==> src/rtl/ctrl_unit_pipe.sv <==
// ctrl_unit_pipe: ID-stage main decoder, registers the control bundle into ID/EX.
// Define RV32M_EN to build M-extension decode and the MUL/DIV sequencer.
module ctrl_unit_pipe #(
    parameter int MUL_LAT = 3,
    parameter int DIV_LAT = 33,
    parameter int CNT_W   = 6
) (
    input  logic       clk,
    input  logic       rst_n,
    input  logic       id_valid,
    input  logic [6:0] id_opcode,
    input  logic [2:0] id_funct3,
    input  logic [6:0] id_funct7,
    input  logic       hz_bubble,
    input  logic       ex_flush,
    output logic       id_ready,
    output logic       ex_valid,
    output logic [1:0] ex_PCsrc,
    output logic       ex_Branch,
    output logic       ex_jump,
    output logic       ex_jalr,
    output logic       ex_IF_flush,
    output logic [1:0] ex_ALU_srcB,
    output logic [3:0] ex_alu_op,
    output logic       ex_MemRead,
    output logic       ex_MemWrite,
    output logic       ex_Regwrite,
    output logic [1:0] ex_Mem2Reg,
    output logic       ex_md_start,
    output logic [2:0] ex_md_op,
    output logic       ex_illegal,
    output logic       md_busy
);

    localparam logic [6:0] OP_R     = 7'b0110011;
    localparam logic [6:0] OP_I     = 7'b0010011;
    localparam logic [6:0] OP_LW    = 7'b0000011;
    localparam logic [6:0] OP_SW    = 7'b0100011;
    localparam logic [6:0] OP_B     = 7'b1100011;
    localparam logic [6:0] OP_JAL   = 7'b1101111;
    localparam logic [6:0] OP_JALR  = 7'b1100111;
    localparam logic [6:0] OP_LUI   = 7'b0110111;
    localparam logic [6:0] OP_AUIPC = 7'b0010111;
    localparam logic [6:0] F7_ALT   = 7'b0100000;

    typedef struct packed {
        logic       valid;
        logic [1:0] pcsrc;
        logic       branch;
        logic       jump;
        logic       jalr;
        logic       if_flush;
        logic [1:0] srcb;
        logic [3:0] alu;
        logic       mem_rd;
        logic       mem_wr;
        logic       reg_wr;
        logic [1:0] m2r;
        logic       md_start;
        logic [2:0] md_op;
        logic       illegal;
    } ctrl_t;

    ctrl_t      dec;
    ctrl_t      ex_q;
    logic [3:0] alu_f3;
    logic       illegal;
    logic       accept;

    always_comb begin
        alu_f3 = 4'b0010;
        unique case (id_funct3)
            3'b000: alu_f3 = 4'b0010;
            3'b001: alu_f3 = 4'b0100;
            3'b010: alu_f3 = 4'b0111;
            3'b011: alu_f3 = 4'b1011;
            3'b100: alu_f3 = 4'b1100;
            3'b101: alu_f3 = (id_funct7 == F7_ALT) ? 4'b1001 : 4'b1000;
            3'b110: alu_f3 = 4'b0001;
            3'b111: alu_f3 = 4'b0000;
        endcase
    end

    always_comb begin
        dec       = '0;
        dec.valid = 1'b1;
        illegal   = 1'b0;
        unique case (id_opcode)
            OP_R: begin
                dec.reg_wr = 1'b1;
                dec.alu    = alu_f3;
                if (id_funct7 == F7_ALT) begin
                    if (id_funct3 == 3'b000)
                        dec.alu = 4'b0110;
                    else if (id_funct3 != 3'b101)
                        illegal = 1'b1;
                end
`ifdef RV32M_EN
                else if (id_funct7 == 7'b0000001) begin
                    dec.reg_wr   = 1'b0;
                    dec.alu      = 4'b0000;
                    dec.md_start = 1'b1;
                    dec.md_op    = id_funct3;
                end
`endif
                else if (id_funct7 != 7'b0000000) begin
                    illegal = 1'b1;
                end
            end
            OP_I: begin
                dec.srcb   = 2'b10;
                dec.reg_wr = 1'b1;
                dec.alu    = alu_f3;
            end
            OP_LW: begin
                dec.srcb   = 2'b10;
                dec.mem_rd = 1'b1;
                dec.m2r    = 2'b01;
                dec.reg_wr = 1'b1;
                dec.alu    = 4'b0010;
            end
            OP_SW: begin
                dec.srcb   = 2'b11;
                dec.mem_wr = 1'b1;
                dec.alu    = 4'b0010;
            end
            OP_B: begin
                dec.pcsrc  = 2'b01;
                dec.branch = 1'b1;
                case (id_funct3)
                    3'b100:  dec.alu = 4'b0111;
                    3'b101:  dec.alu = 4'b1111;
                    3'b110:  dec.alu = 4'b1011;
                    3'b111:  dec.alu = 4'b0011;
                    default: dec.alu = 4'b0110;
                endcase
            end
            OP_JAL, OP_JALR: begin
                dec.pcsrc    = 2'b10;
                dec.jump     = 1'b1;
                dec.if_flush = 1'b1;
                dec.m2r      = 2'b10;
                dec.reg_wr   = 1'b1;
                if (id_opcode == OP_JALR) begin
                    dec.pcsrc = 2'b11;
                    dec.srcb  = 2'b10;
                    dec.jalr  = 1'b1;
                end
            end
            OP_LUI: begin
                dec.srcb   = 2'b01;
                dec.reg_wr = 1'b1;
                dec.alu    = 4'b0010;
            end
            OP_AUIPC: begin
                dec.srcb   = 2'b01;
                dec.reg_wr = 1'b1;
                dec.alu    = 4'b1101;
            end
            default: illegal = 1'b1;
        endcase
        // Illegal ops still occupy EX so the trap is raised, but no side effects.
        if (illegal) begin
            dec         = '0;
            dec.valid   = 1'b1;
            dec.illegal = 1'b1;
        end
    end

`ifdef RV32M_EN
    typedef enum logic {IDLE, MD_BUSY} state_t;

    state_t           state;
    logic [CNT_W-1:0] cnt;
    logic [2:0]       md_op_q;
    ctrl_t            wb;

    assign id_ready = rst_n & ~hz_bubble & ~ex_flush & (state == IDLE);
    assign md_busy  = (state == MD_BUSY);
    assign accept   = id_valid & id_ready;

    always_comb begin
        wb        = '0;
        wb.valid  = 1'b1;
        wb.reg_wr = 1'b1;
        wb.m2r    = 2'b11;
        wb.md_op  = md_op_q;
    end

    always_ff @(posedge clk or negedge rst_n) begin
        if (!rst_n) begin
            ex_q    <= '0;
            state   <= IDLE;
            cnt     <= '0;
            md_op_q <= '0;
        end else if (ex_flush) begin
            ex_q  <= '0;
            state <= IDLE;
            cnt   <= '0;
        end else if (state == MD_BUSY) begin
            if (cnt == '0) begin
                ex_q  <= wb;
                state <= IDLE;
            end else begin
                ex_q <= '0;
                cnt  <= cnt - 1'b1;
            end
        end else if (accept) begin
            ex_q <= dec;
            if (dec.md_start) begin
                state   <= MD_BUSY;
                md_op_q <= id_funct3;
                cnt     <= id_funct3[2] ? CNT_W'(DIV_LAT - 1)
                                        : CNT_W'(MUL_LAT - 1);
            end
        end else begin
            ex_q <= '0;
        end
    end
`else
    localparam logic [CNT_W-1:0] LAT_SUM = CNT_W'(MUL_LAT + DIV_LAT);

    logic unused_lat;

    assign unused_lat = ^LAT_SUM;
    assign id_ready   = rst_n & ~hz_bubble & ~ex_flush;
    assign md_busy    = 1'b0;
    assign accept     = id_valid & id_ready;

    always_ff @(posedge clk or negedge rst_n) begin
        if (!rst_n)
            ex_q <= '0;
        else if (ex_flush || !accept)
            ex_q <= '0;
        else
            ex_q <= dec;
    end
`endif

    assign ex_valid    = ex_q.valid;
    assign ex_PCsrc    = ex_q.pcsrc;
    assign ex_Branch   = ex_q.branch;
    assign ex_jump     = ex_q.jump;
    assign ex_jalr     = ex_q.jalr;
    assign ex_IF_flush = ex_q.if_flush;
    assign ex_ALU_srcB = ex_q.srcb;
    assign ex_alu_op   = ex_q.alu;
    assign ex_MemRead  = ex_q.mem_rd;
    assign ex_MemWrite = ex_q.mem_wr;
    assign ex_Regwrite = ex_q.reg_wr;
    assign ex_Mem2Reg  = ex_q.m2r;
    assign ex_md_start = ex_q.md_start;
    assign ex_md_op    = ex_q.md_op;
    assign ex_illegal  = ex_q.illegal;

endmodule
==> config.mk <==
export PLATFORM = sky130hd
export DESIGN_NAME = ctrl_unit_pipe
export DESIGN_NICKNAME = d
export VERILOG_FILES = /design/src/rtl/ctrl_unit_pipe.sv
export SDC_FILE = /design/constraint.sdc
export NUM_CORES = 1
export LEC_CHECK = 0
export BUFFER_PORTS_ARGS = -buffer_cell sky130_fd_sc_hd__buf_2
export CORE_ASPECT_RATIO = 0.9
export CORE_MARGIN = 3
export CORE_UTILIZATION = 46
export DETAILED_ROUTE_END_ITERATION = 10
export PLACE_DENSITY_LB_ADDON = 0.08
export SLEW_MARGIN = 20
export SYNTH_ARGS = -nofsm -noshare
export SYNTH_HDL_FRONTEND = slang
export SYNTH_SLANG_ARGS = --single-unit
==> constraint.sdc <==
create_clock -name clk -period 0.8 [get_ports clk]
set_input_delay 0.08 -clock clk [delete_from_list [all_inputs] [get_ports clk]]
set_output_delay 0.08 -clock clk [all_outputs]
set_load 0.01 [all_outputs]
Word level (Yosys, flattened, before mapping)
Index checks and enable logic that the tools add are counted.
Widths: inputs -> output; s select.
- output and inout port bits: 25
- input port bits: 22
- word-level logic and storage cells: 72
- flip-flop bits (word level): 23
- equal/unequal tests: 18
- muxes and demuxes: 24
- reduce and logical (&&, ||, !) cells: 10
- bitwise logic cells: 5
- operator list (kind ; count):
    $pmux 4 s8 ; 1
    $eq 7x6->1 const B ; 4
    $mux 23 ; 1
    $mux 22 ; 1
    $eq 7x7->1 const B ; 3
    $pmux 4 s5 ; 1
    $pmux 4 s4 ; 1
    $eq 7x5->1 const B ; 2
    $eq 3x3->1 const B ; 4
    $mux 1 ; 11
    $mux 4 ; 2
    $pmux 2 s2 ; 2
    $pmux 2 s4 ; 1
    $reduce_or 8->1 ; 1
    $eq 7x2->1 const B ; 1
    $reduce_bool 7->1 ; 1
    $reduce_or 7->1 ; 1
    $eq 3x2->1 const B ; 2
    $reduce_or 2->1 ; 3
    $and 1x1->1 ; 3
    $eq 3x1->1 const B ; 1
    $logic_not 3->1 ; 1
    $mux 3 ; 1
    $ne 3x3->1 const B ; 1
    other kinds (6) ; 7

Longest topological paths before layout
- depth after elaboration: 8
- gate-level depth with buffers: 5
- mapped depth without buffers: 4

Worst setup path before layout
No wires, ideal clock.
- kind: input to register
- start point: input id_funct7[1]
- end point: register ex_q, in the netlist ex_illegal
- data arrival time: 1.177 ns
- slack: -0.501 ns
- data required time: 0.676 ns
- cell stages on the path: 4
- library setup time: 0.124 ns
- path through: or4_4 nor3_4 a21oi_1 o31a_1
- word-level cells in the longest chain between the ends: 6
- elaborated cells between the ends (all ways): 7
- classes of those cells: 1 x eq/ne; 5 x mux; 1 x reduce/logical
- RTL lines (what ; line ; RTL):
    start, declared ; 13 ; input logic [6:0] id_funct7,
    $reduce_bool 7->1 ; 106 ; else if (id_funct7 != 7'b0000000) begin
    $mux 1 ; 106 ;
    $mux 1 * ; 92 ; if (id_funct7 == F7_ALT) begin
    $pmux 1 s2 * ; 88 ; unique case (id_opcode)
    $mux 22 * ; 163 ; if (illegal) begin
    $mux 23 * ; 233 ; else if (ex_flush || !accept)
    end signal, assigned ; 232 ; ex_q <= '0;
    end signal, assigned ; 234 ; ex_q <= '0;
    end signal, assigned ; 236 ; ex_q <= dec;
    end, declared ; 65 ; ctrl_t ex_q;
Mark *: on every way between the ends. The rest lies on a longest branch, timed or not.

Worst setup path in the final report
- start point: input id_funct7[1]
- end point: register ex_q, in the netlist ex_alu_op[0]
- word-level cells in the longest chain between the ends: 8
- elaborated cells between the ends (all ways): 12
- classes of those cells: 1 x eq/ne; 10 x mux; 1 x reduce/logical
- RTL lines (what ; line ; RTL):
    $eq 7x6->1 ; 78, 92 ;
    $mux 1 ; 78 ; 3'b101: alu_f3 = (id_funct7 == F7_ALT) ? 4'b1001 : 4'b1000;
    $pmux 4 s8 ; 72 ; unique case (id_funct3)
    $mux 4 ; 93 ; if (id_funct3 == 3'b000)
    $mux 4 ; 92 ;
    $pmux 4 s5 ; 88 ;
    $mux 22 * ; 163 ;
    $mux 23 * ; 233 ;
Marked as above.

==> flow_summary.ini <==
[power_and_ir_drop]
sequentialPowerShare_pct = 47.8
switchingPower_mw = 0.541
ir_drop_v = 0.000784
intPower_mw = 1.26
leakage_nw = 0.797
p_per_area_nw_per_um2 = 1080
comb_power_share_pct = 25.8
switching_share_pct = 30.0
p_clk_share_pct = 26.4

[synthesis]
synth_xor_area_share_pct = 0.825
synth_area_sq_um = 1060
synth.avg_cell_area_sq_um = 9.82
synth.distinct_cells = 39
ys_ff_latch = 17
ys_seq_area_share_pct = 40.1
synth_compound_area_share_pct = 17.6
synth_ff_type = dfrtp_1
yosys.area_share.adder_pct = 0
yosysWarnings = 0
synth_top_family_by_area = simple AND/OR/NAND/NOR gates
async_reset_ff_share_pct = 100
synth_mux_area_share_pct = 0
syn_inst = 108
synth-edff-count = 0
synth-simple-area-share_pct = 30.9

[timing]
setup_ws_ns = -0.419
hold_viol = 0
whs_ns = 0.168
period_share_pct = 152
period_needed_ns = 1.22
slew_headroom_pct = 64.9
slew_violations = 0
worst_pin_slew_ns = 0.527
max_freq_mhz = 821
rsz0062_at_grt = yes
finalSetupViolCount = 30

[die]
die-area_sq_um = 2920
row_count = 15
core_sq_um = 2050
die_h_microns = 51.6
io-pin-count = 47
die_x_microns = 56.6
start_util_pct = 51.9

[clocking]
cts.sinks = 17
cts-root-buf = clkbuf_4
clk_pin_slew_ns = 0.11
cts_tree = yes
htree_levels = 1
numCtsBuffers = 3
clockBufferDepth = 2

[global_route]
grt_pass1_wl_microns = 5420
grt-ovfl-total = 0
grt_start_max_net_pins = 19
grt-busiest-layer = met2
grt_antenna_before_repair = 0
grt_pass1_vias = 1099
grtUsageMet1_pct = 32.1
track_usage_pct = 24.5
gr-usage-met2_pct = 42.5
use_met3_pct = 2.73

[routing]
ant_nets = 0
drc = 0
avgRoutedWirePerCell_microns = 16.7
avgViaCountPerCell = 5.60
drt_pre_antenna_iters = 5
drtIter0Drc = 75
wirelength_microns = 3520
vias = 1177

[run]
maxCapViolations = 0

[place]
dp_hpwl_microns = 2320
gp_congestion = 0.817
portBuffers = 41
dp_cells = 198

[critical_path]
endpoint_kind = flop
crit_type = in -> reg
worst_ep_required_time_ns = 1.02
worst-endpoint-arrival_ns = 1.43
cpPeakStageDelay_ns = 0.56
slowest_stage = or4_4
path_buf_inv = 2
cp-start-kind = input pin
path_cells = buf_6 -> or4_4 -> buf_4 -> nor4_2 -> o21ai_1 -> a211oi_2
path_delay_family = simple AND/OR/NAND/NOR gates
cp_max_fo = 3
crit_cells = 6

[worst_hold_path]
hold_depth = 3
min_path_type = in -> reg

[finish]
n_antenna_cell = 0
fin_cells = 210
syn2layout_area_growth_pct = 57.5
nets = 208
drive_gt1_share_pct = 60.5
utilization_pct = 81.7

[status]
violations = setup timing
run_status = finished with violations
sequential cells by signal (all words and copies together), names as in the netlist:
signal	cells
ex_MemWrite	1
ex_ALU_srcB	2
ex_valid	1
ex_jalr	1
ex_Regwrite	1
ex_illegal	1
ex_IF_flush	1
ex_MemRead	1
ex_Branch	1
ex_PCsrc	2
ex_alu_op	4
ex_Mem2Reg	1
through the flow:
step	setup TNS (ns)	area, sq um	power, mW	setup WS, ns
floorplan	-4.78	1080	1.07	-0.499
global placement	-7.96	1470	1.27	-0.645
detailed placement	-8.32	1470	1.28	-0.710
CTS	-5.24	1590	1.77	-0.367
global route	-7.16	1670	1.90	-0.493
finish	-5.86	1670	1.80	-0.419
path summary, 6_finish.rpt:
kind | startpoint | to
setup / recovery | id_funct7[1] | ex_alu_op[0]
hold / removal | id_opcode[5] | ex_MemRead
max in group asynchronous | rst_n | ex_Branch
min in group asynchronous | rst_n | ex_ALU_srcB[0]
routing by layer:
layer  share of wire, %  wire length, microns
met2                 49                  1720
met1                 39                  1370
met5                  0                     0
met4                3.0                   106
met3                9.1                   320
cell usage after synthesis, drive strengths merged, types with 2 or more instances:
cell	count	area share [%]
a211oi	5	4.5
a21oi	3	1.4
buf	11	8.5
dfrtp	17	40
inv	4	1.4
nand2	4	1.4
nand3	2	0.94
nand3b	3	2.1
nand4	2	1.2
nand4bb	2	2.1
nor2	9	3.4
nor2b	2	1.2
nor3	11	6.7
nor3b	2	1.4
nor4	4	4.1
o21ai	9	4.2
o31ai	2	1.4
power by group through the flow:
stage	registers, mW	clock network, mW	logic [mW]
after floorplan	0.881	0	0.184
after global placement	0.879	0	0.387
after detailed placement	0.879	0	0.396
after CTS	0.862	0.475	0.429
after global routing	0.863	0.538	0.498
final	0.862	0.476	0.465
tightest hold or removal path: cells and delay by family:
kind                   cells  cell delay, ns
buffers and inverters      2            0.31
AND/OR/NAND/NOR            1            0.05
cell type report:
type	count	area, sq um
multi-input cells	80	647
repair buffers	80	526
flip-flops and latches	17	425
fillers	130	374
well taps	25	31.3
clock buffers	3	22.5
inverters	4	15.0
clock inverters	1	5.00
cell families after synthesis:
| logic type | Yosys count |
|---|---|
| AOI/OAI and AO/OA | 25 |
| buffers and inverters | 16 |
| and+or+nand+nor | 48 |
| DFF | 17 |
| xor gates and xnor gates | 1 |
| other | 1 |
layout by cell type (no fill, tap or decap), types with 2 or more instances in the layout:
| cell | netlist | routed |
|---|---|---|
| a211oi_2 | 2 | 5 |
| conb_1 | 1 | 5 |
| nor2b_1 | 2 | 2 |
| nand2_1 | 4 | 4 |
| nor2_1 | 8 | 6 |
| o21ai_0 | 9 | 8 |
| nand3b_1 | 3 | 3 |
| a21oi_1 | 3 | 2 |
| dfrtp_1 | 17 | 17 |
| a31oi_4 | 1 | 2 |
| nor2_2 | 1 | 2 |
| nor3_1 | 9 | 6 |
| buf_2 | 0 | 39 |
| o31ai_1 | 2 | 2 |
| buf_4 | 9 | 37 |
| clkbuf_4 | 0 | 3 |
| nand4_1 | 2 | 2 |
| buf_6 | 2 | 2 |
| nor4_2 | 3 | 4 |
| inv_1 | 4 | 4 |
| nor3_2 | 1 | 4 |
timing repair:
action                                  CTS  global route
endpoints found under the hold margin    17            17
buffers inserted                          2             4
gates cloned                              1             0
resized for setup                        10            11
endpoints found under the setup margin   32            34
pin swaps                                 3             1
Note: power is estimated with default switching activity, not from simulation.
